[src/rtl/ofs_fim_pcie_ss_shims_pkg.sv]
// Shared types for the PCIe SS AXI-S shims: per-segment tuser layout,
// TX merge arbiter states and source identifiers.
package ofs_fim_pcie_ss_shims_pkg;

  typedef struct packed {
    logic       dm_mode;
    logic       sop;
    logic       eop;
    logic [4:0] rsvd;
  } t_tuser_seg;

  typedef enum logic [1:0] {
    IDLE     = 2'd0,
    LOCK_CPL = 2'd1,
    LOCK_REQ = 2'd2
  } t_tx_merge_state;

  typedef enum logic {
    SRC_CPL = 1'b0,
    SRC_REQ = 1'b1
  } t_tx_src;

endpackage

[src/rtl/pcie_ss_axis_skid2.sv]
// Two-entry registered skid buffer; the output is always taken from the head
// register so downstream sees no combinational path from the input side.
module pcie_ss_axis_skid2 #(
  parameter int unsigned W = 8
) (
  input  logic         clk,
  input  logic         rst_n,
  input  logic         i_valid,
  output logic         o_ready,
  input  logic [W-1:0] i_data,
  output logic         o_valid,
  input  logic         i_ready,
  output logic [W-1:0] o_data
);

  logic [W-1:0] r_head;
  logic [W-1:0] r_tail;
  logic [1:0]   r_cnt;
  logic         w_push;
  logic         w_pop;

  assign o_ready = (r_cnt != 2'd2);
  assign o_valid = (r_cnt != 2'd0);
  assign o_data  = r_head;
  assign w_push  = i_valid & o_ready;
  assign w_pop   = o_valid & i_ready;

  always_ff @(posedge clk or negedge rst_n) begin
    if (!rst_n) begin
      r_cnt  <= '0;
      r_head <= '0;
      r_tail <= '0;
    end else begin
      unique case (r_cnt)
        2'd0: begin
          if (w_push) begin
            r_head <= i_data;
            r_cnt  <= 2'd1;
          end
        end
        2'd1: begin
          if (w_push && w_pop) begin
            r_head <= i_data;
          end else if (w_push) begin
            r_tail <= i_data;
            r_cnt  <= 2'd2;
          end else if (w_pop) begin
            r_cnt <= 2'd0;
          end
        end
        default: begin
          // Full: no push is possible, a pop promotes the tail.
          if (w_pop) begin
            r_head <= r_tail;
            r_cnt  <= 2'd1;
          end
        end
      endcase
    end
  end

endmodule

[src/rtl/pcie_ss_axis_tx_dual_merge.sv]
// Merges the completion and request AXI-S streams into one PCIe SS TX stream,
// arbitrating only at packet boundaries and registering through a skid buffer.
module pcie_ss_axis_tx_dual_merge
  import ofs_fim_pcie_ss_shims_pkg::*;
#(
  parameter int unsigned DATA_WIDTH    = 512,
  parameter int unsigned NUM_OF_SEG    = DATA_WIDTH/256,
  parameter int unsigned USER_W        = NUM_OF_SEG*$bits(ofs_fim_pcie_ss_shims_pkg::t_tuser_seg),
  parameter bit          CPL_PRIORITY  = 1'b1,
  parameter int unsigned MAX_CPL_BURST = 4
) (
  input  logic                    clk,
  input  logic                    rst_n,
  input  logic                    in_cpl_tvalid,
  output logic                    in_cpl_tready,
  input  logic [DATA_WIDTH-1:0]   in_cpl_tdata,
  input  logic [DATA_WIDTH/8-1:0] in_cpl_tkeep,
  input  logic                    in_cpl_tlast,
  input  logic [USER_W-1:0]       in_cpl_tuser,
  input  logic                    in_req_tvalid,
  output logic                    in_req_tready,
  input  logic [DATA_WIDTH-1:0]   in_req_tdata,
  input  logic [DATA_WIDTH/8-1:0] in_req_tkeep,
  input  logic                    in_req_tlast,
  input  logic [USER_W-1:0]       in_req_tuser,
  output logic                    out_tvalid,
  input  logic                    out_tready,
  output logic [DATA_WIDTH-1:0]   out_tdata,
  output logic [DATA_WIDTH/8-1:0] out_tkeep,
  output logic                    out_tlast,
  output logic [USER_W-1:0]       out_tuser,
  output logic                    out_src
);

  localparam int unsigned KEEP_W    = DATA_WIDTH/8;
  localparam int unsigned PLD_W     = DATA_WIDTH + KEEP_W + 1 + USER_W + 1;
  localparam logic [7:0]  BURST_MAX = 8'(MAX_CPL_BURST);

  t_tx_merge_state r_state;
  t_tx_src         r_rr;
  logic [7:0]      r_burst;
  logic            r_run;

  logic             w_sel_cpl;
  logic             w_sel_req;
  logic             w_skid_rdy;
  logic             w_cpl_fire;
  logic             w_req_fire;
  logic [PLD_W-1:0] w_in_pld;
  logic [PLD_W-1:0] w_out_pld;

  always_comb begin
    w_sel_cpl = 1'b0;
    w_sel_req = 1'b0;
    unique case (r_state)
      LOCK_CPL: w_sel_cpl = 1'b1;
      LOCK_REQ: w_sel_req = 1'b1;
      default: begin
        if (in_req_tvalid &&
            (!in_cpl_tvalid ||
             (CPL_PRIORITY ? (r_burst == BURST_MAX) : (r_rr == SRC_REQ))))
          w_sel_req = 1'b1;
        else if (in_cpl_tvalid)
          w_sel_cpl = 1'b1;
      end
    endcase
  end

  // r_run holds both treadys low while reset is asserted and for its release cycle.
  assign in_cpl_tready = r_run & w_skid_rdy & w_sel_cpl;
  assign in_req_tready = r_run & w_skid_rdy & w_sel_req;
  assign w_cpl_fire    = in_cpl_tvalid & in_cpl_tready;
  assign w_req_fire    = in_req_tvalid & in_req_tready;

  assign w_in_pld = w_sel_req
    ? {in_req_tdata, in_req_tkeep, in_req_tlast, in_req_tuser, 1'b1}
    : {in_cpl_tdata, in_cpl_tkeep, in_cpl_tlast, in_cpl_tuser, 1'b0};

  always_ff @(posedge clk or negedge rst_n) begin
    if (!rst_n) begin
      r_state <= IDLE;
      r_rr    <= SRC_CPL;
      r_burst <= '0;
      r_run   <= 1'b0;
    end else begin
      r_run <= 1'b1;
      unique case (r_state)
        IDLE: begin
          if (w_cpl_fire) begin
            r_rr <= SRC_REQ;
            if (in_req_tvalid && (r_burst != BURST_MAX))
              r_burst <= r_burst + 8'd1;
            if (!in_cpl_tlast)
              r_state <= LOCK_CPL;
          end else if (w_req_fire) begin
            r_rr    <= SRC_CPL;
            r_burst <= '0;
            if (!in_req_tlast)
              r_state <= LOCK_REQ;
          end
        end
        LOCK_CPL: begin
          if (w_cpl_fire && in_cpl_tlast)
            r_state <= IDLE;
        end
        LOCK_REQ: begin
          if (w_req_fire && in_req_tlast)
            r_state <= IDLE;
        end
        default: r_state <= IDLE;
      endcase
    end
  end

  pcie_ss_axis_skid2 #(
    .W (PLD_W)
  ) u_skid (
    .clk     (clk),
    .rst_n   (rst_n),
    .i_valid (w_cpl_fire | w_req_fire),
    .o_ready (w_skid_rdy),
    .i_data  (w_in_pld),
    .o_valid (out_tvalid),
    .i_ready (out_tready),
    .o_data  (w_out_pld)
  );

  assign {out_tdata, out_tkeep, out_tlast, out_tuser, out_src} = w_out_pld;

endmodule

[config.mk]
export PLATFORM = sky130hd
export DESIGN_NAME = pcie_ss_axis_tx_dual_merge
export DESIGN_NICKNAME = d
export VERILOG_FILES = /design/src/rtl/ofs_fim_pcie_ss_shims_pkg.sv /design/src/rtl/pcie_ss_axis_skid2.sv /design/src/rtl/pcie_ss_axis_tx_dual_merge.sv
export SDC_FILE = /design/constraint.sdc
export NUM_CORES = 2
export LEC_CHECK = 0
export ABC_CLOCK_PERIOD_IN_PS = 6900
export BUFFER_PORTS_ARGS = -buffer_cell sky130_fd_sc_hd__buf_2
export CELL_PAD_IN_SITES_DETAIL_PLACEMENT = 1
export CELL_PAD_IN_SITES_GLOBAL_PLACEMENT = 1
export CORE_AREA = 2 2 707 709
export DETAILED_ROUTE_END_ITERATION = 8
export DIE_AREA = 0 0 709 711
export GPL_TIMING_DRIVEN = 0
export PLACE_DENSITY = 0.32
export SYNTH_ARGS = -nofsm -noshare
export SYNTH_HDL_FRONTEND = slang
export SYNTH_HIERARCHICAL = 1
export SYNTH_SLANG_ARGS = --single-unit
[constraint.sdc]
create_clock -name clk -period 6.9 [get_ports clk]
set_input_delay 1.38 -clock clk [delete_from_list [all_inputs] [get_ports clk]]
set_output_delay 1.38 -clock clk [all_outputs]
set_load 0.005 [all_outputs]
==> results_dict.tcl <==
set metrics [dict create \
    grt_start_max_net_pins 152 \
    ff2ff_setup_slack_ns 2.42 \
    holdBufCountCts 0 \
    syn-num-nets 5147 \
    layout_commonest_cell "buf_2" \
    slew_viol_final 0 \
    dieArea_sq_um 504000 \
    arrival_ns 3.66 \
    p_leak_nw 38.7 \
    synth_edf_count 0 \
    viasPerCell 3.28 \
    crit_top_cell "buf_6" \
    gr-total-overflow 0 \
    hpwl_um 305000 \
    ys_seq_area_share_pct 48.5 \
    cts_inserted_buffers 174 \
    antenna_found_initial 89 \
    groute.usage.overall_pct 14.0 \
    clockBufferDepth 4 \
    max_stage_delay_ns 0.53 \
    irDropWorstVdd_mv 0.171 \
    grt_pass1_vias 47299 \
    synthCells 3951 \
    yosysTopAreaCellShare_pct 48.5 \
    drt_wl_total_um 362000 \
    fin_ws_ns 1.86 \
    start_util_pct 12.5 \
    worst_pin_slew_ns 1.26 \
    final_layout_size_suffix_gt1_share_pct 59.4 \
    yosysWarnings 6 \
    clock-skew-final_ns 0.0776 \
    synth_top_cells_by_area "dfrtp_1, mux2_1, mux2_2" \
    gp_congestion 0.860 \
    final_nets 7119 \
    synthDistinctLibCells 40 \
    cp_num_buf_inv 5 \
    layout_common_cells "buf_2, dfrtp_1, mux2_1" \
    cp-start-kind "flop" \
    end_kind "output port" \
    syn_to_final_growth_pct 37.5 \
    grt_pass1_wl_um 470000 \
    coreArea_sq_um 496000 \
    cp_slowest_cell "or4_1" \
    critical_path_class "reg2out" \
    finalHoldViolations 0 \
    slew_headroom_pct 15.8 \
    syn-mean-instance-area_sq_um 15.7 \
    ios 1788 \
    insertion_delay_ns 0.87 \
    synthFlopType "dfrtp_1" \
    drv_cap 0 \
    drc_errors 0 \
    rows 259 \
    outcome "completed" \
    cts_tree "built" \
    ant_nets 0 \
    cts.sinks 1201 \
    drt-pass1-iter-count 5 \
    postCtsResizedCells 0 \
    min_path_type "reg2reg" \
    crit_chain "or4_1, buf_2, o31ai_1, nand2_1, o21a_1, buf_6, buf_6, buf_6, nor2_1, buf_2" \
    cts_htree_levels 4 \
    port_buffers 1787 \
    post_cts_buffers 0 \
    fin_crit_ns 5.04 \
    required_ns 5.52 \
    fin_tns_setup_ns 0 \
    wire_per_inst_um 28.4 \
    die_h_um 711 \
    ys_ff_latch 1201 \
    synth_top_cell_by_area "dfrtp_1" \
    fmax_ghz 0.199 \
    final.period_utilization_pct 73.0 \
    ys_async_sr_fraction_pct 100 \
    vias 41791 \
    cts-root-buf "clkbuf_16" \
    setup_viol 0 \
    rsz0062_at_grt "no" \
    crit_family "buffers and inverters" \
    clkSlewWorstSetupHoldPaths_ns 0.06 \
    worstPathMaxFanout 10 \
    fp.dieW_um 709 \
    post-place-ws_ns 2.00 \
    p_per_area_nw_per_um2 449 \
    synth.cell_area_sq_um 61900 \
    drt-initial-drc-count 1325 \
]
metal layers:
metal,share of wire (%),global-route usage (%),vias up
met1,39,16.0,21758
met5,0.015,0,-
met2,50,24.7,1309
li1,-,-,18414
met4,2.1,2.56,8
met3,9.2,5.40,302
cells by family after synthesis:
| kind of cell | synth area share [%] |
|---|---|
| and+or+nand+nor | 0.471 |
| muxes | 46.6 |
| other | 0.00606 |
| AOI/OAI and AO/OA | 0.396 |
| adders and majority gates | 0.101 |
| buffers and inverters | 3.91 |
| DFF | 48.5 |
worst reg2reg max path, stage by stage (launching register included):
cell      delay [ns]
dfrtp_1         0.37
buf_6           0.13
buf_2           0.31
buf_2           0.33
nand2b_1        0.18
nand2_1         0.16
or2_2           0.34
clkbuf_1        0.22
inv_1           0.22
nand2_1         0.10
nor3_1          0.13
buf_2           0.64
buf_4           0.56
buf_4           0.34
mux2_1          0.35
registers in the layout, summed over array words and instances, names as in the netlist:
name	cells
u_skid/o_data	594
u_skid/r_cnt	2
r_burst	8
u_skid/r_tail	594
r_state	2
r_run	1
synthesized netlist by cell type, drive strengths merged, types with 3 or more instances:
library cell / count
ha: 5
o31ai: 4
or4: 5
dfrtp: 1201
o21a: 3
buf: 263
o21ai: 7
a21boi: 3
inv: 10
o311ai: 5
mux2: 2377
nor2: 4
and3: 3
clkbuf: 6
nor3: 3
nand3: 10
nand2b: 6
o211ai: 3
nand4b: 3
nand2: 10
final timing paths:
path	cells past startpoint	end	from
max reg2reg	14	u_skid/r_tail[460]$_DFFE_PN0P_	u_skid/r_cnt[1]$_DFFE_PN0P_
min in group asynchronous	1	u_skid/r_tail[164]$_DFFE_PN0P_	rst_n
min	1	u_skid/r_tail[342]$_DFFE_PN0P_	u_skid/r_tail[342]$_DFFE_PN0P_
min reg2reg	1	u_skid/r_tail[342]$_DFFE_PN0P_	u_skid/r_tail[342]$_DFFE_PN0P_
max	10	in_req_tready	r_burst[5]$_DFFE_PN0P_
max in group asynchronous	5	u_skid/r_tail[419]$_DFFE_PN0P_	rst_n
layout make-up:
class	instances	area (sq um)
Antenna cell	45	113
Buffer	269	2390
Clock buffer	260	5090
Clock inverter	35	517
Fill cell	55813	411000
Inverter	10	37.5
Multi-Input combinational cell	2471	29400
Sequential cell	1201	30100
Tap cell	6655	8330
Timing Repair Buffer	1796	9210
per-stage QoR:
stage | util (%) | hold WS [ns] | cell area [sq um] | power (mW) | cells
floorplan | - | 0.452 | 61900 | 20.5 | 3951
global placement | 16.0 | 0.461 | 79200 | 29.9 | 12393
detailed placement | 16.0 | 0.468 | 79500 | 30.2 | 12402
CTS | 17.1 | 0.403 | 85100 | 39.8 | 12697
finish | 17.2 | 0.478 | 85200 | 38.2 | 12742
global route | 17.1 | 0.466 | 85100 | 41.0 | 12699
report_power, final:
| group | switching, mW | internal (mW) | total [mW] | leakage [nW] |
|---|---|---|---|---|
| clock network | 3.65 | 5.38 | 9.03 | 2.74 |
| logic | 9.39 | 7.38 | 16.8 | 21.5 |
| registers | 1.79 | 10.6 | 12.4 | 14.4 |
Note: power is estimated with default switching activity, not from simulation.
